--- src/rtl/if_fetch.sv ---
// Instruction fetch stage: credit-limited request issue on the instruction bus,
// a 2-entry {pc, inst} FIFO presented combinationally, and redirect with response discard.
module if_fetch #(
  parameter logic [31:0] RESET_PC = 32'h0000_0000,
  parameter logic [31:0] NOP_INST = 32'h0000_0013
) (
  input  logic        clk,
  input  logic        rst,
  input  logic        jump_flag,
  input  logic [31:0] jump_addr,
  input  logic        hold,
  output logic        ibus_req,
  output logic [31:0] ibus_addr,
  input  logic        ibus_gnt,
  input  logic        ibus_rvalid,
  input  logic [31:0] ibus_rdata,
  output logic [31:0] if_pc,
  output logic [31:0] if_inst,
  output logic        if_valid
);

  logic [31:0] fetch_pc;
  logic [31:0] fifo_pc   [2];
  logic [31:0] fifo_inst [2];
  logic        rd_ptr;
  logic        wr_ptr;
  logic [1:0]  occupancy;
  logic [1:0]  outstanding;
  logic [1:0]  discard;
  logic [31:0] req_pc    [2];

  logic        credit;
  logic        fire;
  logic        resp;
  logic        push;
  logic        pop;
  logic [1:0]  out_after_resp;
  logic        unused_jump_lsbs;

  assign unused_jump_lsbs = ^jump_addr[1:0];

  // Credit counts FIFO entries plus in-flight requests so a response always has a slot.
  always_comb begin
    credit         = ({1'b0, occupancy} + {1'b0, outstanding}) < 3'd2;
    ibus_req       = credit & ~jump_flag & ~rst;
    ibus_addr      = rst ? RESET_PC : fetch_pc;
    fire           = ibus_req & ibus_gnt;
    resp           = ibus_rvalid & (outstanding != 2'd0) & ~rst;
    push           = resp & (discard == 2'd0) & ~jump_flag;
    out_after_resp = outstanding - {1'b0, resp};
    if_valid       = (occupancy != 2'd0) & ~rst;
    if_pc          = if_valid ? fifo_pc[rd_ptr] : 32'd0;
    if_inst        = if_valid ? fifo_inst[rd_ptr] : NOP_INST;
    pop            = if_valid & ~hold & ~jump_flag;
  end

  // A redirect flushes the FIFO and marks every still-pending response as stale.
  always_ff @(posedge clk) begin
    if (rst) begin
      fetch_pc    <= RESET_PC;
      rd_ptr      <= 1'b0;
      wr_ptr      <= 1'b0;
      occupancy   <= 2'd0;
      outstanding <= 2'd0;
      discard     <= 2'd0;
    end else begin
      outstanding <= out_after_resp + {1'b0, fire};
      if (jump_flag) begin
        fetch_pc  <= {jump_addr[31:2], 2'b00};
        rd_ptr    <= 1'b0;
        wr_ptr    <= 1'b0;
        occupancy <= 2'd0;
        discard   <= out_after_resp;
      end else begin
        if (fire) fetch_pc <= fetch_pc + 32'd4;
        if (resp && discard != 2'd0) discard <= discard - 2'd1;
        if (push) wr_ptr <= ~wr_ptr;
        if (pop) rd_ptr <= ~rd_ptr;
        occupancy <= occupancy + {1'b0, push} - {1'b0, pop};
      end
    end
  end

  always_ff @(posedge clk) begin
    if (push) begin
      fifo_pc[wr_ptr]   <= req_pc[0];
      fifo_inst[wr_ptr] <= ibus_rdata;
    end
  end

  // Request PCs kept oldest-first; a grant overrides the shift when it lands in slot 0.
  always_ff @(posedge clk) begin
    if (resp) req_pc[0] <= req_pc[1];
    if (fire) req_pc[out_after_resp[0]] <= fetch_pc;
  end

endmodule
--- config.mk ---
export PLATFORM = sky130hd
export DESIGN_NAME = if_fetch
export DESIGN_NICKNAME = d
export VERILOG_FILES = /design/src/rtl/if_fetch.sv
export SDC_FILE = /design/constraint.sdc
export NUM_CORES = 1
export LEC_CHECK = 0
export BUFFER_PORTS_ARGS = -buffer_cell sky130_fd_sc_hd__buf_2
export CAP_MARGIN = 20
export CELL_PAD_IN_SITES_DETAIL_PLACEMENT = 1
export CELL_PAD_IN_SITES_GLOBAL_PLACEMENT = 1
export CORE_AREA = 8 8 212 113
export DETAILED_ROUTE_END_ITERATION = 6
export DIE_AREA = 0 0 220 121
export PLACE_DENSITY_LB_ADDON = 0.1
export SYNTH_ARGS = -nofsm -noshare
export SYNTH_HDL_FRONTEND = slang
export SYNTH_SLANG_ARGS = --single-unit
--- constraint.sdc ---
create_clock -name clk -period 6.45 [get_ports clk]
set_input_delay 1.29 -clock clk [delete_from_list [all_inputs] [get_ports clk]]
set_output_delay 1.29 -clock clk [all_outputs]
set_load 0.005 [all_outputs]
==> flow_metrics.py, run 1 <==
metrics = {
    "power": {
        "peakVddDrop_uv": 161,
        "power_per_cell_area_mw_per_mm2": 271,
        "p_leak_nw": 3.94,
        "report.power.total_mw": 2.98,
    },
    "hold_path": {
        "hp-start": "req_pc[0][31]$_DFFE_PP_",
        "hp-class": "reg -> reg",
    },
    "yosys": {
        "top_cell_type_s_share_of_synthesized_area_pct": 59.7,
        "syn_area_mm2": 0.00926,
        "synth_area_leaders": "edfxtp_1 60%, dfxtp_1 8.4%, mux2i_1 6.9%",
        "synth-seq-cells": 223,
        "synth_flop_cell": "edfxtp_1",
        "syn-mean-instance-area_um2": 13.9,
        "netlist.top_cell.by_area": "edfxtp_1",
        "synth.yosys.seq_area_share_pct": 68.1,
        "synthCells": 667,
        "postSynth.asyncResetShare_pct": 0,
        "yosys-top-cells-count": "184 x edfxtp_1, 90 x nor2_1, 64 x mux2i_1",
        "synth_enable_flop_cells": 184,
        "synth-warning-count": 0,
        "yosys.cell_types.count": 48,
        "synth.most_common_cell": "edfxtp_1",
    },
    "clocking": {
        "cts.repair.resized": 0,
        "cts-buffers-inserted": 21,
        "worst_setup_hold_path_clk_slew_ps": 60,
        "cts_tree": "done",
        "worstSkewPairLatency_ps": 500,
        "ctsHoldBuffers": 0,
        "cts.htree.levels": 1,
        "maximum_clock_path_buffer_count": 3,
        "root_buf_cell": "clkbuf_16",
        "post_cts_buffers": 0,
        "clkSinkCount": 223,
    },
    "layout": {
        "fill_cells": 2156,
        "post-route-util_pct": 52.3,
        "area_delta_synth_final_pct": 18.8,
        "antennaDiodeCount": 0,
        "post_route_cells_drive_above_1_share_pct": 29.8,
        "stdcell_area_mm2": 0.0110,
        "final_nets": 901,
        "layout.cells.non_filler": 1118,
    },
    "die": {
        "chip_height_um": 121,
        "fp-row-count": 38,
        "initial_core_util_pct": 44.1,
        "top_level_ports": 168,
        "dieArea_mm2": 0.0266,
        "die_w_um": 220,
        "area_of_the_placeable_core_mm2": 0.0210,
    },
    "place": {
        "preCtsSetupSlack_ps": 2250,
        "dpl.cell_count": 1080,
        "port-buffer-count": 161,
        "place_hpwl_um": 15800,
        "routabilityCongestion": 0.798,
        "placedInstanceArea_mm2": 0.0104,
    },
    "outcome": {
        "status": "finished clean",
    },
    "sta": {
        "max-slew-margin-rel_pct": 42.4,
        "final.setup_skew_ps": 13.2,
        "fin_hold_ws_ps": 449,
        "final.min_clock_period_ps": 3810,
        "tightest_slew_ps": 864,
        "timing.final.setup_violations": 0,
        "unrepaired_setup_endpoints_after_global_routing": "no",
        "final.period_utilization_pct": 59.1,
        "max_freq_ghz": 0.263,
        "setup-tns-final_ps": 0,
        "hold_violations": 0,
        "drv_slew": 0,
        "smallest_setup_slack_after_layout_ps": 2640,
    },
    "critical_path": {
        "worst-setup-path-type": "in -> out",
        "worst-endpoint-arrival_ps": 2520,
        "critical_path.endpoint_type": "output pin",
        "timing.critical_path.from_type": "primary input",
        "crit_start": "rst",
        "worst_r2r_startpoint": "outstanding[0]$_SDFF_PP0_",
        "cp_max_fo": 70,
        "critPathRequiredTime_ps": 5160,
        "r2r_slack_ps": 2820,
    },
    "detailed_routing": {
        "route.antenna.remaining_nets": 0,
        "overall_routed_net_length_um": 22900,
        "drt-initial-drc-count": 318,
        "routedWlPerCell_um": 20.5,
        "post_drt_via_cell_ratio": 5.17,
        "dr.pass1.iters": 4,
        "route.vias.total": 5784,
        "drc": 0,
    },
    "global_route": {
        "track_usage_pct": 16.6,
        "via_count_of_the_first_global_routing_pass": 6142,
        "grt_max_degree": 71,
        "grt_first_pass_wirelength_um": 35200,
        "antenna_found_initial": 0,
        "grt_overflow": 0,
    },
    "run": {
        "cap_violations": 0,
    },
}
## logic make-up after synthesis
group | synth area share, %
fa+ha+maj | 1.16
mux | 10.8
other cells | 0.0405
xor+xnor | 2.55
compound gates | 3.88
flops | 68.1
buf+inv | 2.39
simple gates | 11.1
## per-layer routing
metal,vias up,GRT usage [%],part of all wire (%)
li1,2751,-,-
met1,2885,23.8,47
met2,126,26.5,46
met3,22,3.06,5.7
met4,0,3.09,1.2
met5,-,0,0
## cell usage in the layout (no fill, tap or decap), drive strengths merged, types with 12 or more instances in the layout
cell / count
a21oi: 16
mux2i: 64
xnor2: 22
dfxtp: 39
nor4: 12
nand2: 28
buf: 171
nor2b: 26
inv: 14
clkbuf: 25
mux2: 32
edfxtp: 184
nor2: 90
## area by class of cell
cell class                      instances  area, um2  area share [%]
Multi-Input combinational cell        393       2760            25.1
Tap cell                              280        350            3.19
Clock inverter                         13       87.6           0.796
Timing Repair Buffer                  171        893            8.12
Clock buffer                           25        551            5.01
Sequential cell                       223       6310            57.4
Inverter                               13       48.8           0.444
## state kept, by name (all words and copies together), names as in the netlist, 2 cells and up, named ones only
register	flops
fifo_pc	60
req_pc	60
fifo_inst	64
fetch_pc	30
occupancy	2
outstanding	2
discard	2
## where the power goes
| part | internal, mW | switching (mW) |
|---|---|---|
| registers | 1.60 | 0.0369 |
| clock network | 0.651 | 0.526 |
| logic | 0.0657 | 0.0934 |
## critical path, cell delays in order
cell and delay [ps]:
buf_2 100, buf_4 340, or2_2 470, nor3_1 160, buf_2 140
## final timing paths
kind	to	depth (start not counted)
max	ibus_req	5
min	fifo_pc[1][31]$_DFFE_PP_	0
max reg2reg	req_pc[0][31]$_DFFE_PP_	9
min reg2reg	fifo_pc[1][31]$_DFFE_PP_	0
(Power assumes the default switching activity.)
==> run 2: changes to the inputs <==
--- a/config.mk
+++ b/config.mk
@@ -9,9 +9,9 @@
 export CAP_MARGIN = 20
 export CELL_PAD_IN_SITES_DETAIL_PLACEMENT = 1
 export CELL_PAD_IN_SITES_GLOBAL_PLACEMENT = 1
-export CORE_AREA = 8 8 212 113
+export CORE_AREA = 8 8 222 118
 export DETAILED_ROUTE_END_ITERATION = 6
-export DIE_AREA = 0 0 220 121
+export DIE_AREA = 0 0 230 126
 export PLACE_DENSITY_LB_ADDON = 0.1
 export SYNTH_ARGS = -nofsm -noshare
 export SYNTH_HDL_FRONTEND = slang
==> constraint.sdc (replaced) <==
create_clock -name clk -period 3.08 [get_ports clk]
set_input_delay 0.616 -clock clk [delete_from_list [all_inputs] [get_ports clk]]
set_output_delay 0.616 -clock clk [all_outputs]
set_load 0.005 [all_outputs]
==> flow_metrics.py, run 2 (same netlist as run 1, synthesis figures left out) <==
metrics = {
    "outcome": {
        "status": "finished clean",
    },
    "critical_path": {
        "critical_path.endpoint_type": "output pin",
        "worst_r2r_startpoint": "outstanding[0]$_SDFF_PP0_",
        "worst-endpoint-arrival_ps": 2140,
        "timing.critical_path.from_type": "register",
        "worst-setup-path-type": "reg -> out",
        "cp_max_fo": 60,
        "critPathRequiredTime_ps": 2460,
        "crit_path_top_delay_cell": "buf_4",
        "r2r_slack_ps": 340,
        "r2r-end": "fetch_pc[26]$_SDFFE_PP0P_",
        "crit_chain": "nor2_1 -> or2_2 -> buf_4 -> inv_1 -> nand2_1 -> buf_2",
        "max_stage_delay_ps": 520,
        "worst-r2r-cell-count": 7,
    },
    "sta": {
        "unrepaired_setup_endpoints_after_global_routing": "no",
        "hold_violations": 0,
        "max_freq_ghz": 0.362,
        "final.min_clock_period_ps": 2760,
        "drv_slew": 0,
        "final.setup_skew_ps": 13.4,
        "final.period_utilization_pct": 89.6,
        "tightest_slew_ps": 891,
        "max-slew-margin-rel_pct": 40.6,
        "timing.final.setup_violations": 0,
    },
    "power": {
        "p_leak_nw": 3.98,
        "power.share.combinational_pct": 5.5,
        "peakVddDrop_uv": 307,
        "p_sw_share_pct": 21.3,
        "p_clk_share_pct": 40.2,
        "power_per_cell_area_mw_per_mm2": 567,
        "seq_power_share_pct": 54.3,
        "internal_power_mw": 4.98,
        "net_switching_component_of_the_power_mw": 1.35,
    },
    "detailed_routing": {
        "post_drt_via_cell_ratio": 5.02,
        "routedWlPerCell_um": 20.6,
        "drt-initial-drc-count": 405,
        "route.antenna.remaining_nets": 0,
        "route.vias.total": 5828,
        "dr.pass1.iters": 5,
        "drc": 0,
        "overall_routed_net_length_um": 24000,
    },
    "layout": {
        "layout.cells.non_filler": 1160,
        "largestRegisters": "fifo_inst: 64 flops, fifo_pc: 60 flops, req_pc: 60 flops",
        "final_cell_mix": "184 x edfxtp_1, 161 x buf_2, 88 x nor2_1, 64 x mux2i_1, 38 x dfxtp_1",
        "post_route_cells_drive_above_1_share_pct": 30.2,
        "post-route-util_pct": 48.0,
        "largest-register": "fifo_inst",
        "largest_reg_flops": 64,
        "area_delta_synth_final_pct": 20.4,
        "final_nets": 909,
        "final_common_cell": "edfxtp_1",
        "stdcell_area_mm2": 0.0112,
        "antennaDiodeCount": 0,
    },
    "global_route": {
        "grt_overflow": 0,
        "antenna_found_initial": 0,
        "track_usage_pct": 16.0,
        "grt_max_degree": 61,
        "via_count_of_the_first_global_routing_pass": 6341,
        "grt_first_pass_wirelength_um": 37100,
    },
    "die": {
        "dieArea_mm2": 0.0290,
        "die_w_um": 230,
        "chip_height_um": 126,
        "initial_core_util_pct": 39.9,
        "fp-row-count": 40,
        "top_level_ports": 168,
        "area_of_the_placeable_core_mm2": 0.0232,
    },
    "clocking": {
        "worst_setup_hold_path_clk_slew_ps": 60,
        "maximum_clock_path_buffer_count": 3,
        "cts_tree": "done",
        "cts-buffers-inserted": 21,
        "cts.repair.resized": 0,
        "clkSinkCount": 223,
        "worstSkewPairLatency_ps": 490,
        "ctsHoldBuffers": 0,
        "post_cts_buffers": 0,
        "root_buf_cell": "clkbuf_16",
        "cts.htree.levels": 1,
    },
    "hold_path": {
        "holdPathStages": 1,
        "hp-class": "in -> reg",
        "hp-start": "ibus_rdata[9]",
        "min_to": "fifo_inst[0][9]$_DFFE_PP_",
    },
    "place": {
        "port-buffer-count": 161,
        "routabilityCongestion": 0.761,
        "placedInstanceArea_mm2": 0.0105,
        "place_hpwl_um": 16300,
        "dpl.cell_count": 1123,
    },
    "run": {
        "cap_violations": 0,
    },
}
-- run 2: worst max-delay path, delay by kind of cell, from the launching register on --
family	cells	cell delay (ps)
and+or+nand+nor	3	380
buffers and inverters	3	830
DFF	1	360
-- run 2: layout make-up --
cell class	instances	area (um2)
clock buffers	29	576
clock inverters	8	85.1
fillers	2431	12100
inverters	13	48.8
multi-input cells	393	2760
flip-flops and latches	223	6310
well taps	315	394
repair buffers	179	978
-- run 2: per-stage QoR --
step           hold slack (ps)  TNS, ps  total power, mW  worst slack, ps
2_1_floorplan              421   -23820             3.67             -192
3_3_place_gp               424        0             3.83              471
3_5_place_dp               435        0             3.85              360
4_1_cts                    291        0             6.40              259
5_1_grt                    291        0             6.53              149
6_report                   316        0             6.33              320
-- run 2: worst max-delay path by stage --
| stage | slack, ps | cells after the start | to | startpoint |
|---|---|---|---|---|
| 5_1_grt | 150 | 6 | if_inst[0] | occupancy[1]$_SDFF_PP0_ |
| 3_5_place_dp | 360 | 6 | if_inst[4] | rst |
| 2_1_floorplan | -190 | 4 | fifo_inst[1][0]$_DFFE_PP_ | jump_flag |
| 6_report | 320 | 6 | if_inst[4] | occupancy[1]$_SDFF_PP0_ |
| 4_1_cts | 260 | 6 | if_inst[4] | occupancy[1]$_SDFF_PP0_ |
| 3_3_place_gp | 470 | 6 | if_inst[1] | rst |
-- run 2: power groups by stage --
stage	clock network (mW)	registers (mW)	logic [mW]
2_1_floorplan	0	3.47	0.202
3_3_place_gp	0	3.49	0.337
3_5_place_dp	0	3.50	0.353
4_1_cts	2.61	3.43	0.356
5_1_grt	2.70	3.44	0.385
6_report	2.54	3.43	0.350
-- run 2: per-layer routing --
metal	vias to the layer above	track usage, %	part of all wire, %
li1	2757	-	-
met1	2918	22.7	47
met2	134	26.0	47
met3	19	2.91	5.5
met4	0	2.34	0.99
met5	-	0	0
==> run 3: changes to the inputs <==
==> constraint.sdc (replaced) <==
create_clock -name clk -period 2.5 [get_ports clk]
set_input_delay 0.5 -clock clk [delete_from_list [all_inputs] [get_ports clk]]
set_output_delay 0.5 -clock clk [all_outputs]
set_load 0.005 [all_outputs]
==> flow_metrics.py, run 3 (same netlist as run 1, synthesis figures left out) <==
metrics = {
    "die": {
        "chip_height_um": 126,
        "initial_core_util_pct": 39.9,
        "top_level_ports": 168,
        "area_of_the_placeable_core_mm2": 0.0232,
        "fp-row-count": 40,
        "dieArea_mm2": 0.0290,
        "die_w_um": 230,
    },
    "detailed_routing": {
        "routedWlPerCell_um": 21.3,
        "drc": 0,
        "dr.pass1.iters": 4,
        "overall_routed_net_length_um": 25300,
        "route.antenna.remaining_nets": 0,
        "route.vias.total": 6001,
        "post_drt_via_cell_ratio": 5.05,
        "drt-initial-drc-count": 320,
    },
    "clocking": {
        "cts.htree.levels": 1,
        "root_buf_cell": "clkbuf_16",
        "cts-buffers-inserted": 22,
        "worst_setup_hold_path_clk_slew_ps": 60,
        "clkSinkCount": 223,
        "cts_tree": "done",
        "maximum_clock_path_buffer_count": 3,
        "worstSkewPairLatency_ps": 500,
        "ctsHoldBuffers": 0,
    },
    "sta": {
        "tightest_slew_ps": 614,
        "setup-tns-final_ps": 0,
        "final.setup_skew_ps": 9.48,
        "timing.final.setup_violations": 0,
        "max-slew-margin-rel_pct": 59.1,
        "final.period_utilization_pct": 97.7,
        "max_freq_ghz": 0.409,
        "final.min_clock_period_ps": 2440,
        "drv_slew": 0,
        "hold_violations": 0,
    },
    "run": {
        "cap_violations": 0,
    },
    "place": {
        "placedInstanceArea_mm2": 0.0107,
        "routabilityCongestion": 0.778,
        "port-buffer-count": 161,
        "place_hpwl_um": 17300,
    },
    "critical_path": {
        "worst-endpoint-arrival_ps": 2680,
        "critical_path.endpoint_type": "register",
        "cp_max_fo": 13,
        "critPathRequiredTime_ps": 2740,
        "cp.buffers_inverters": 2,
        "timing.critical_path.from_type": "register",
        "worst-setup-path-type": "reg -> reg",
        "crit_chain": "and2_1 -> fa_2 -> nor3b_4 -> nand2_1 -> inv_2 -> ha_4 -> clkbuf_16 -> mux2_2",
        "crit_path_top_delay_cell": "fa_2",
        "crit_family": "adder cells",
        "max_stage_delay_ps": 490,
    },
    "layout": {
        "largest-register": "fifo_inst",
        "final_nets": 936,
        "largest_reg_flops": 64,
        "fill_cells": 2405,
        "final_common_cell": "edfxtp_1",
        "final_cell_mix": "184 x edfxtp_1, 161 x buf_2, 88 x nor2_1, 64 x mux2i_1, 37 x dfxtp_1",
        "largestRegisters": "fifo_inst: 64 flops, fifo_pc: 60 flops, req_pc: 60 flops",
        "area_delta_synth_final_pct": 24.3,
        "stdcell_area_mm2": 0.0115,
        "post-route-util_pct": 49.6,
        "antennaDiodeCount": 0,
        "post_route_cells_drive_above_1_share_pct": 33.6,
    },
    "power": {
        "power_per_cell_area_mw_per_mm2": 681,
        "p_leak_nw": 4.16,
        "peakVddDrop_uv": 392,
    },
    "global_route": {
        "grt_overflow": 0,
        "track_usage_pct": 16.4,
        "antenna_found_initial": 0,
        "via_count_of_the_first_global_routing_pass": 6438,
        "grt_first_pass_wirelength_um": 37900,
        "grt_max_degree": 63,
    },
    "outcome": {
        "status": "finished clean",
    },
    "hold_path": {
        "hp-class": "in -> reg",
    },
}
## run 3: through the flow
step           instances  setup WS (ps)  hold slack (ps)  power [mW]
2_1_floorplan        670           1.18              421        4.53
3_3_place_gp        1147          -12.3              426        4.77
3_5_place_dp        1147          -86.2              432        4.80
4_1_cts             1186           13.3              176        7.91
5_1_grt             1188          -5.76              177        8.11
6_report            1188           57.1              194        7.84
## run 3: metal layers
layer  vias to the layer above  track usage [%]  share of wire [%]
li1                       2821                -                  -
met1                      3028             22.6                 47
met2                       134             27.2                 47
met3                        18             2.91                4.7
met4                         0             2.56               0.89
met5                         -                0                  0
## run 3: worst paths after layout
check | start | end | slack, ps | cells after the start
setup / recovery | occupancy[0]$_SDFF_PP0_ | req_pc[0][30]$_DFFE_PP_ | 60 | 8
hold reg to reg | req_pc[0][22]$_DFFE_PP_ | fifo_pc[0][22]$_DFFE_PP_ | 450 | 0
hold / removal | ibus_rdata[29] | fifo_inst[1][29]$_DFFE_PP_ | 190 | 1
setup reg to reg | occupancy[0]$_SDFF_PP0_ | req_pc[0][30]$_DFFE_PP_ | 60 | 8
## run 3: worst register-to-register path: stages, from the launching register on
cell	delay, ps
dfxtp_1	320
and2_1	170
fa_2	490
nor3b_4	200
nand2_1	110
inv_2	110
ha_4	220
clkbuf_16	220
mux2_2	340
## run 3: layout make-up
type	count	area [um2]	share of cell area [%]
Inverter	13	48.8	0.424
Multi-Input combinational cell	393	2830	24.6
Tap cell	315	394	3.42
Clock buffer	27	591	5.13
Clock inverter	12	76.3	0.663
Sequential cell	223	6310	54.8
Timing Repair Buffer	205	1260	10.9
## run 3: report_power, final
group	total (mW)	switching, mW	internal, mW
registers	4.22	0.0779	4.14
clock network	3.10	1.33	1.77
logic	0.524	0.292	0.232
total	7.84	1.70	6.14
## run 3: what timing repair did
action | in CTS | in global routing
setup buffers | 0 | 0
resized for setup | 4 | 8
endpoints found under the setup margin | 4 | 34
cloned | 0 | 2
